File: config.mk
export PLATFORM = sky130hd
export DESIGN_NAME = muldiv_ctl
export DESIGN_NICKNAME = d
export VERILOG_FILES = /design/src/rtl/muldiv_ctl_pkg.sv /design/src/rtl/muldiv_step.sv /design/src/rtl/muldiv_ctl.sv
export SDC_FILE = /design/constraint.sdc
export NUM_CORES = 1
export LEC_CHECK = 0
export ABC_AREA = 0
export CAP_MARGIN = 20
export CORE_UTILIZATION = 46
export DETAILED_ROUTE_END_ITERATION = 10
export PLACE_DENSITY = 0.79
export SLEW_MARGIN = 15
export SYNTH_ARGS = -nofsm -noshare
export SYNTH_HDL_FRONTEND = slang
export SYNTH_SLANG_ARGS = --single-unit
File: constraint.sdc
create_clock -name clk -period 10.05 [get_ports clk]
set_clock_uncertainty 0.15 [all_clocks]
set_input_delay 2.01 -clock clk [delete_from_list [all_inputs] [get_ports clk]]
set_output_delay 2.01 -clock clk [all_outputs]
set_load 0.02 [all_outputs]
File: src/rtl/muldiv_ctl_pkg.sv
// rtl/muldiv_ctl_pkg.sv - shared decode constants, state encodings and magnitude helper for muldiv_ctl
package muldiv_ctl_pkg;

   localparam logic [5:0] OP_SPECIAL = 6'b000000;

   localparam logic [5:0] FN_MFHI  = 6'b010000;
   localparam logic [5:0] FN_MTHI  = 6'b010001;
   localparam logic [5:0] FN_MFLO  = 6'b010010;
   localparam logic [5:0] FN_MTLO  = 6'b010011;
   localparam logic [5:0] FN_MULT  = 6'b011000;
   localparam logic [5:0] FN_MULTU = 6'b011001;
   localparam logic [5:0] FN_DIV   = 6'b011010;
   localparam logic [5:0] FN_DIVU  = 6'b011011;

   localparam logic [1:0] ST_IDLE = 2'b00;
   localparam logic [1:0] ST_RUN  = 2'b01;
   localparam logic [1:0] ST_FIX  = 2'b10;

   // Two's-complement magnitude; -2^31 maps to 0x80000000 as an unsigned value.
   function automatic logic [31:0] mag32(input logic [31:0] v, input logic is_signed);
      return (is_signed && v[31]) ? (32'd0 - v) : v;
   endfunction

endpackage

File: src/rtl/muldiv_step.sv
// rtl/muldiv_step.sv - one iteration of shift-add multiply or restoring divide
module muldiv_step (
   input  logic        is_div_i,
   input  logic [63:0] acc_i,
   input  logic [31:0] opnd_i,
   output logic [63:0] acc_o
);

   logic [32:0] sum;
   logic [32:0] rem_sh;
   logic [32:0] diff;

   // Multiply: acc = {partial product, remaining multiplier bits}.
   assign sum    = {1'b0, acc_i[63:32]} + (acc_i[0] ? {1'b0, opnd_i} : 33'd0);
   // Divide: acc = {remainder, remaining dividend bits / quotient bits}.
   assign rem_sh = acc_i[63:31];
   assign diff   = rem_sh - {1'b0, opnd_i};

   always_comb begin
      acc_o = {sum, acc_i[31:1]};
      if (is_div_i) begin
         if (diff[32]) begin
            acc_o = {rem_sh[31:0], acc_i[30:0], 1'b0};
         end else begin
            acc_o = {diff[31:0], acc_i[30:0], 1'b1};
         end
      end
   end

endmodule

File: src/rtl/muldiv_ctl.sv
// rtl/muldiv_ctl.sv - iterative mul/div sequencer owning HI/LO with EX-stage stall generation
module muldiv_ctl
   import muldiv_ctl_pkg::*;
#(
   parameter int ITER = 32,
   parameter int CW   = 5
) (
   input  logic        clk,
   input  logic        reset,
   input  logic [31:0] I2,
   input  logic [31:0] rs_val,
   input  logic [31:0] rt_val,
   input  logic        stall_in,
   output logic [31:0] hi,
   output logic [31:0] lo,
   output logic        busy,
   output logic        stall_out
);

   logic [1:0]    state_q, state_d;
   logic [CW-1:0] cnt_q, cnt_d;
   logic [63:0]   acc_q, acc_d, acc_step;
   logic [31:0]   opnd_q, opnd_d;
   logic          is_div_q, is_div_d;
   logic          sa_q, sa_d, sb_q, sb_d;
   logic [31:0]   hi_q, hi_d, lo_q, lo_d;

   logic [5:0]    fn;
   logic          is_special, is_md, is_hilo, op_signed, op_div;
   logic [31:0]   a_mag, b_mag;
   logic [63:0]   prod_fix;
   logic [31:0]   quot_fix, rem_fix;
   logic          unused_i2;

   assign fn         = I2[5:0];
   assign is_special = (I2[31:26] == OP_SPECIAL);
   assign is_md      = is_special && (fn inside {FN_MULT, FN_MULTU, FN_DIV, FN_DIVU});
   assign is_hilo    = is_md || (is_special && (fn inside {FN_MFHI, FN_MTHI, FN_MFLO, FN_MTLO}));
   assign unused_i2  = ^I2[25:6];

   assign op_signed  = (fn == FN_MULT) || (fn == FN_DIV);
   assign op_div     = (fn == FN_DIV) || (fn == FN_DIVU);
   assign a_mag      = mag32(rs_val, op_signed);
   assign b_mag      = mag32(rt_val, op_signed);

   assign prod_fix   = (sa_q ^ sb_q) ? (64'd0 - acc_q) : acc_q;
   assign quot_fix   = (sa_q ^ sb_q) ? (32'd0 - acc_q[31:0]) : acc_q[31:0];
   assign rem_fix    = sa_q ? (32'd0 - acc_q[63:32]) : acc_q[63:32];

   assign busy       = (state_q != ST_IDLE);
   assign stall_out  = busy && is_hilo;
   assign hi         = hi_q;
   assign lo         = lo_q;

   muldiv_step u_step (
      .is_div_i (is_div_q),
      .acc_i    (acc_q),
      .opnd_i   (opnd_q),
      .acc_o    (acc_step)
   );

   always_comb begin
      state_d  = state_q;
      cnt_d    = cnt_q;
      acc_d    = acc_q;
      opnd_d   = opnd_q;
      is_div_d = is_div_q;
      sa_d     = sa_q;
      sb_d     = sb_q;
      hi_d     = hi_q;
      lo_d     = lo_q;
      case (state_q)
         ST_IDLE: begin
            if (!stall_in) begin
               if (is_md) begin
                  is_div_d = op_div;
                  sa_d     = op_signed && rs_val[31];
                  sb_d     = op_signed && rt_val[31];
                  acc_d    = op_div ? {32'd0, a_mag} : {32'd0, b_mag};
                  opnd_d   = op_div ? b_mag : a_mag;
                  cnt_d    = CW'(ITER - 1);
                  state_d  = ST_RUN;
               end else if (is_special && fn == FN_MTHI) begin
                  hi_d = rs_val;
               end else if (is_special && fn == FN_MTLO) begin
                  lo_d = rs_val;
               end
            end
         end
         ST_RUN: begin
            acc_d = acc_step;
            if (cnt_q == '0) begin
               state_d = ST_FIX;
            end else begin
               cnt_d = cnt_q - CW'(1);
            end
         end
         ST_FIX: begin
            if (is_div_q) begin
               hi_d = rem_fix;
               lo_d = quot_fix;
            end else begin
               hi_d = prod_fix[63:32];
               lo_d = prod_fix[31:0];
            end
            state_d = ST_IDLE;
         end
         default: state_d = ST_IDLE;
      endcase
   end

   always_ff @(posedge clk) begin
      if (reset) begin
         state_q  <= ST_IDLE;
         cnt_q    <= '0;
         acc_q    <= '0;
         opnd_q   <= '0;
         is_div_q <= 1'b0;
         sa_q     <= 1'b0;
         sb_q     <= 1'b0;
         hi_q     <= '0;
         lo_q     <= '0;
      end else begin
         state_q  <= state_d;
         cnt_q    <= cnt_d;
         acc_q    <= acc_d;
         opnd_q   <= opnd_d;
         is_div_q <= is_div_d;
         sa_q     <= sa_d;
         sb_q     <= sb_d;
         hi_q     <= hi_d;
         lo_q     <= lo_d;
      end
   end

endmodule
==> results of run 1 <==
-- final timing paths --
| check | startpoint | endpoint | slack [ns] | cells past startpoint |
|---|---|---|---|---|
| setup reg to reg | acc_q[0] | acc_q[58] | 5.45 | 13 |
| hold / removal | opnd_q[7] | opnd_q[7] | 0.31 | 2 |
| hold reg to reg | opnd_q[7] | opnd_q[7] | 0.31 | 2 |
| setup / recovery | I2[29] | stall_out | 3.86 | 5 |
-- layer usage --
metal	up-vias	GRT usage, %	share of wire (%)
li1	7528	-	-
met1	7604	47.6	45
met2	971	49.7	43
met3	113	4.68	9.7
met4	0	10.9	3.2
met5	-	0	0
-- flip-flops by register name, indices dropped and copies added, names as in the netlist --
register,flops
state_q,2
acc_q,64
sa_q,1
cnt_q,5
lo,32
sb_q,1
is_div_q,1
opnd_q,32
hi,32
-- worst max-delay path, cell delays in order --
cell	delay, ns
clkdlybuf4s50_1	0.39
or4_1	0.52
nor3_1	0.30
and3_1	0.22
clkdlybuf4s50_1	0.59
-- cell usage in the layout, fill, tap and decap left out, drive strengths merged, types with 11 or more instances in the layout --
cell           synthesis  routed
ha                    70      70
o21a                  11      11
clkbuf               134      17
o31ai                 30      30
a21o                  31      31
o41ai                 20      20
a311oi                15      15
a22oi                 15      15
nor3                  45      45
nor4                  24      24
mux2i                 48      48
o211ai                28      28
and2                  14      14
nand3                 27      27
buf                    9      24
or4                   22      22
nand4                 21      21
o21ai                121     121
inv                   68      78
mux2                  11      11
xor2                  81      81
clkdlybuf4s50          0     143
nor2b                 16      16
xnor2                 91      91
a31oi                 23      23
nor2                 246     246
nand2                192     192
o22ai                 11      11
dfxtp                170     170
nand2b                23      23
a21oi                225     225
a211oi                80      80
or3                   17      17
-- layout make-up --
| cell class | instances | share of cell area (%) |
|---|---|---|
| multi-input cells | 1663 | 62.4 |
| flip-flops and latches | 170 | 20.1 |
| repair buffers | 167 | 9.61 |
| well taps | 402 | 2.96 |
| clock buffers | 17 | 2.51 |
| inverters | 68 | 1.50 |
| clock inverters | 15 | 0.995 |
-- cells by family after synthesis --
group                      count (synthesis)  share of synthesized area, %
AOI/OAI and AO/OA                        680                          29.5
xor gates and xnor gates                 172                          10.2
adders and majority gates                 72                          6.21
buffers and inverters                    211                          5.38
DFF                                      170                          23.1
muxes                                     59                          4.10
and+or+nand+nor                          680                          21.5
-- power by group through the flow --
| stage | sequential (mW) | combinational, mW | clock (mW) |
|---|---|---|---|
| after floorplan | 0.689 | 0.0474 | 0 |
| after global placement | 0.689 | 0.116 | 0 |
| after detailed placement | 0.689 | 0.117 | 0 |
| after CTS | 0.673 | 0.118 | 0.697 |
| after global routing | 0.673 | 0.127 | 0.727 |
| final | 0.673 | 0.122 | 0.701 |
==> results.yml, run 1 <==
clock_network:
  clkTransAtPathRegs_ns: 0.08
  post_cts_resized: 0
  postCtsSetupRepairBufs: 0
  cts_hold_buf: 0
  clk_path_buf_depth: 2
  clkLatencyLatePin_ns: 0.45
  cts_made_buffers: 17
  cts_tree: "yes"
  clock-sinks: 170
  root_buffer: "clkbuf_16"
  htree_levels: 4
synthesis:
  syn_area_per_cell_um2: 7.21
  synth_fp_nets: 2215
  synth_most_common_cell: "nor2_1"
  synthFlopType: "dfxtp_1"
  ys_ff_latch: 170
  ys_top_cells_by_count: "246 x nor2_1, 225 x a21oi_1, 191 x nand2_1"
  synth_top_area_cell: "dfxtp_1"
  synthCells: 2044
  synth_top_cell_area_share_pct: 23.1
  netlist_area_um2: 14700
  ys_seq_area_share_pct: 23.1
  synth_area_leaders: "dfxtp_1 23%, a21oi_1 7.6%, nor2_1 6.3%, ha_1 5.9%, xnor2_1 5.4%"
  ys_types: 75
  yosysWarnings: 0
  async_flop_share_pct: 0
  synth-edff-count: 0
critical_path:
  cp.required_ns: 7.89
  crit_fanout: 4
  cp.arrival_ns: 4.03
  start_kind: "input port"
  critical_path_class: "input port to output port"
  cp-end-kind: "output port"
finish:
  antenna_cells: 0
  multiInputGateArea_um2: 10600
  finalInstanceArea_um2: 17000
  num-nets-final: 2258
  regArea_um2: 3400
  post-route-util_pct: 53.8
  instances_no_fill: 2502
  fillCellCount: 3055
  layout-drive-gt1-share_pct: 5.00
  areaGrowthSynthToFinish_pct: 15.1
global_route:
  antenna_found_initial: 0
  grt_max_degree: 82
  grt-ovfl-total: 0
  grt_pass1_wl_um: 84700
  grt_pass1_vias: 14649
  grt_util_all_layers_pct: 32.9
die:
  die_area_um2: 32800
  ios: 165
  die_width_um: 181
  row_count: 65
  start_util_pct: 46.7
  die_y_um: 181
  design.core.area_um2: 31600
placed_design:
  dpl_cell_area_um2: 16300
  dp_hpwl_um: 42600
  place_ws_ns: 3.86
  place.gp.congestion: 0.990
  numPortBuffers: 144
  place_inst: 2468
pwr:
  p_int_mw: 1.08
  p_sw_uw: 421
  ir_drop_uv: 123
  cellPowerDensity_nw_per_um2: 88.2
  seqPwrFrac_pct: 45.0
  cellLeakagePower_nw: 6.49
  clock_power_share_pct: 46.8
  comb_power_share_pct: 8.2
  swShare_pct: 28.1
  total_power_mw: 1.50
timing:
  tightestPinTransition_ns: 1.10
  hold_violations: 0
  rsz0062_at_grt: "no"
  max_slew_margin_pct: 25.7
  post-route-period-util_pct: 61.6
  setup_ws_ns: 3.86
  maxSlewViolCount: 0
  holdWs_ns: 0.309
  finalSetupTns_ns: 0
  fmax_mhz: 162
  setup_viol: 0
  min_period_ns: 6.19
route:
  wl_per_cell_um: 22.2
  antenna_left: 0
  drt-total-wl_um: 55600
  drt_iter0_drc: 1981
  drc_errors: 0
  firstDrtPassIters: 6
  via_per_inst: 6.48
  vias: 16216
job:
  cap_viol_max_count: 0
worst_hold_path:
  hold_path_class: "flop to flop"
status:
  outcome: "finished, final reports clean"
Power figures use the tool's default switching activity.
==> inputs of run 2 (changes only) <==
clock period = 5.75 ns   (was 10.05 ns; I/O delays follow)
==> run 2 against run 1 <==
Wire length rose by 0.48%. Critical path depth grew 8. Critical path type is now flop to flop. Flip-flop and latch count stayed put. Largest cell class unchanged. Via count increased by 0.51%. Clock power is 75% higher. Global-route usage is 0.42 points higher.
==> results.yml, run 2 (synthesized netlist as in run 1, its figures left out) <==
route:
  drc_errors: 0
  firstDrtPassIters: 5
  via_per_inst: 6.49
  antenna_left: 0
  drt_iter0_drc: 2079
  vias: 16298
  wl_per_cell_um: 22.2
  drt-total-wl_um: 55900
job:
  cap_viol_max_count: 0
timing:
  hold_violations: 0
  fmax_mhz: 220
  finalSetupTns_ns: 0
  post-route-period-util_pct: 79.2
  rsz0062_at_grt: "no"
  setup_viol: 0
  setup_ws_ns: 1.20
  maxSlewViolCount: 0
  min_period_ns: 4.55
  max_slew_margin_pct: 23.3
  tightestPinTransition_ns: 1.14
placed_design:
  dp_hpwl_um: 43000
  numPortBuffers: 144
  place_inst: 2481
  place_ws_ns: 0.925
  place.gp.congestion: 0.989
  dpl_cell_area_um2: 16500
finish:
  antenna_cells: 0
  instances_no_fill: 2513
  num-nets-final: 2269
  largest_reg_flops: 64
  top_register: "acc_q"
  finalInstanceArea_um2: 17100
  layout-drive-gt1-share_pct: 5.50
  final_cell_mix: "246 x nor2_1, 225 x a21oi_1, 191 x nand2_1"
  areaGrowthSynthToFinish_pct: 15.7
  final_common_cell: "nor2_1"
die:
  ios: 165
  die_area_um2: 32800
  design.core.area_um2: 31600
  die_y_um: 181
  die_width_um: 181
  start_util_pct: 46.7
  row_count: 65
clock_network:
  cts_hold_buf: 0
  clkTransAtPathRegs_ns: 0.09
  clkLatencyLatePin_ns: 0.45
  cts_made_buffers: 17
  postCtsSetupRepairBufs: 0
  clock-sinks: 170
  post_cts_resized: 0
  root_buffer: "clkbuf_16"
  clk_path_buf_depth: 2
  htree_levels: 4
  cts_tree: "yes"
critical_path:
  cp.arrival_ns: 4.81
  r2r_slack_ns: 1.20
  start_kind: "flop"
  cp.required_ns: 6.00
  worstRegToRegCells: 13
  r2r_end: "acc_q[60]"
  critical_path_class: "flop to flop"
  cp-end-kind: "flop"
  timing.rr.start: "acc_q[32]"
  crit_fanout: 9
worst_hold_path:
  hold_depth: 2
  hold_end: "hi[28]"
  hold_path_class: "flop to flop"
  hp-start: "hi[28]"
global_route:
  grt_pass1_vias: 14712
  grt-ovfl-total: 0
  antenna_found_initial: 0
  grt_pass1_wl_um: 85400
  grt_max_degree: 82
  grt_util_all_layers_pct: 33.3
pwr:
  cellLeakagePower_nw: 6.54
  total_power_mw: 2.62
  cellPowerDensity_nw_per_um2: 154
  ir_drop_uv: 228
status:
  outcome: "finished, final reports clean"
-- run 2: changes by cell type in the layout (fill, tap and decap cells not counted), sizes merged --
cell | previous run | this run
buf | 24 | 35
clkinv | 3 | 0
inv | 78 | 80
clkinvlp | 1 | 2
-- run 2: area by class of cell --
| type | instances | area (um2) |
|---|---|---|
| sequential | 170 | 3400 |
| fill | 2993 | 14500 |
| inverter | 68 | 255 |
| multi-input combinational | 1663 | 10600 |
| tap | 402 | 503 |
| clock buffer | 17 | 425 |
| timing repair buffer | 178 | 1720 |
| clock inverter | 15 | 168 |
-- run 2: how the worst max path moves through the flow --
stage                from         to  slack (ns)  cells past startpoint
2_1_floorplan  rt_val[17]  acc_q[30]        1.59                      9
3_3_place_gp   rt_val[15]  acc_q[30]        0.95                     10
3_5_place_dp   rt_val[15]  acc_q[30]        0.92                     10
4_1_cts            I2[29]  stall_out        1.31                      5
5_1_grt         acc_q[32]  acc_q[60]        1.08                     13
6_report        acc_q[32]  acc_q[60]        1.20                     13
-- run 2: power by group --
| part | internal (mW) | switching [mW] | total (mW) |
|---|---|---|---|
| combinational | 0.0830 | 0.132 | 0.215 |
| sequential | 1.18 | 0.000529 | 1.18 |
| clock | 0.626 | 0.601 | 1.23 |
| total | 1.89 | 0.734 | 2.62 |
-- run 2: metrics by stage --
stage          hold WS (ns)  utilization [%]
4_1_cts               0.308             54.1
5_1_grt               0.325             54.1
2_1_floorplan         0.282                -
3_3_place_gp          0.290             52.2
6_report              0.305             54.1
3_5_place_dp          0.298             52.2
-- run 2: worst max-delay path, stage by stage, from the launching register on --
cell,delay (ns)
dfxtp_1,0.66
inv_1,0.29
fa_1,0.49
nand2b_1,0.20
a21oi_1,0.28
o21ai_1,0.21
o41ai_1,0.29
buf_4,0.21
a31oi_1,0.12
xnor2_2,0.67
buf_4,0.30
nor2_1,0.06
a31oi_1,0.38
o21a_1,0.19
-- run 2: layer usage --
layer	part of all wire, %	vias up	track usage, %
met4	4.1	0	13.6
li1	-	7573	-
met1	44	7650	48.3
met5	0	-	0
met2	42	955	49.3
met3	11	120	4.54
==> inputs of run 3 (changes only) <==
clock period = 4.25 ns   (was 5.75 ns; I/O delays follow)
==> run 3 against run 2 <==
Via count increased by 1.3%. Sequential power is 35% higher. Setup slack got worse by 1.0 ns. Fmax increased by 12%. Flip-flop and latch count is the same. Sequential share of layout area fell by 0.52 points. Wire length rose by 1.3%. Combinational power grew 42%. Clock-buffer cell count is 4 higher. Highest routed layer unchanged.
==> results.yml, run 3 (synthesized netlist as in run 1, its figures left out) <==
status:
  outcome: "finished, final reports clean"
finish:
  top_register: "acc_q"
  final_common_cell: "nor2_1"
  finalInstanceArea_um2: 17500
  final_cell_mix: "246 x nor2_1, 225 x a21oi_1, 191 x nand2_1"
  num-nets-final: 2330
  largest_reg_flops: 64
  layout-drive-gt1-share_pct: 8.06
  areaGrowthSynthToFinish_pct: 18.8
global_route:
  antenna_found_initial: 1
  grt_pass1_wl_um: 86500
  grt-ovfl-total: 0
  grt_pass1_vias: 15084
  grt_max_degree: 71
  grt_util_all_layers_pct: 33.6
critical_path:
  cp.required_ns: 4.41
  crit_chain: "inv_1 > ha_1 > fa_1 > nand2b_1 > a21oi_1 > o21ai_1 > o41ai_1 > buf_4 > a31oi_1 > xnor2_2 > buf_4 > a21oi_1 > a2111oi_0"
  start_kind: "flop"
  crit_slowest_cell: "dfxtp_1"
  crit_buf_inv: 3
  slowest_delay_ns: 0.44
  crit_fanout: 26
  crit_family: "compound AO/OA/AOI/OAI gates"
  critical_path_class: "flop to flop"
  cp.arrival_ns: 4.21
  cp-end-kind: "flop"
pwr:
  ir_drop_uv: 273
  cellPowerDensity_nw_per_um2: 200
  cellLeakagePower_nw: 6.84
timing:
  fmax_mhz: 247
  max_slew_margin_pct: 33.0
  min_period_ns: 4.05
  finalSetupTns_ns: 0
  setup_ws_ns: 0.196
  rsz0062_at_grt: "no"
  hold_violations: 0
  setup_viol: 0
  tightestPinTransition_ns: 1.00
  post-route-period-util_pct: 95.4
  maxSlewViolCount: 0
die:
  design.core.area_um2: 31600
  start_util_pct: 46.7
  die_y_um: 181
  die_width_um: 181
  die_area_um2: 32800
  ios: 165
  row_count: 65
placed_design:
  dp_hpwl_um: 43700
  numPortBuffers: 144
  place_ws_ns: -0.162
  place.gp.congestion: 1.04
  dpl_cell_area_um2: 16900
route:
  vias: 16510
  drt-total-wl_um: 56600
  firstDrtPassIters: 6
  wl_per_cell_um: 22.0
  drt_iter0_drc: 2401
  drc_errors: 0
  via_per_inst: 6.41
  antenna_left: 0
clock_network:
  clk_path_buf_depth: 2
  cts_tree: "yes"
  cts_hold_buf: 0
  clkLatencyLatePin_ns: 0.44
  root_buffer: "clkbuf_16"
  clock-sinks: 170
  clkTransAtPathRegs_ns: 0.07
  htree_levels: 4
  post_cts_resized: 0
  cts_made_buffers: 17
  postCtsSetupRepairBufs: 0
job:
  cap_viol_max_count: 0
worst_hold_path:
  hold_path_class: "flop to flop"
==> run 3: cell count changes in the layout (fill, tap and decap cells not counted), sizes merged <==
cell and delta:
diode +1, clkinv +5, inv -9, buf +61, clkbuf +4
==> run 3: final cells by class <==
cell class | instances | area [um2]
tap | 402 | 503
antenna | 1 | 2.50
multi-input combinational | 1663 | 10600
fill | 2945 | 14000
sequential | 170 | 3400
clock inverter | 11 | 111
timing repair buffer | 239 | 2180
clock buffer | 21 | 460
inverter | 68 | 255
==> run 3: power breakdown <==
group | total, mW | internal [mW] | switching (mW)
sequential | 1.59 | 1.59 | 0.000707
combinational | 0.305 | 0.123 | 0.182
clock | 1.61 | 0.850 | 0.759
total | 3.51 | 2.56 | 0.941
==> run 3: metrics by stage <==
step	hold WS (ns)	cells	utilization [%]	power, mW
after floorplan	0.282	2044	-	1.74
after global placement	0.290	2541	53.6	1.92
after detailed placement	0.295	2541	53.6	1.92
after CTS	0.304	2573	55.4	3.47
after global routing	0.329	2575	55.5	3.57
final	0.304	2575	55.5	3.51
==> run 3: worst register-to-register path: cells and delay by family, from the launching register on <==
kind                     cells  cell delay (ns)
AO/OA/AOI/OAI                6             1.49
buffers and inverters        3             0.76
adder cells (fa/ha/maj)      2             0.66
flip-flops                   1             0.44
XOR/XNOR                     1             0.24
AND/OR/NAND/NOR              1             0.20
==> run 3: path summary, 6_finish.rpt <==
check | from | depth (start not counted) | slack [ns] | endpoint
min | hi[23] | 2 | 0.30 | hi[23]
max reg2reg | acc_q[31] | 13 | 0.20 | acc_q[59]
max | acc_q[31] | 13 | 0.20 | acc_q[59]
min reg2reg | hi[23] | 2 | 0.30 | hi[23]
==> run 3: per-layer routing <==
layer  up-vias  GRT usage [%]  wire [um]
li1       7685              -          -
met1      7657           46.1      23900
met5         -              0          0
met3       150           5.76       5730
met4         0           18.1       3110
met2      1018           50.1      23800
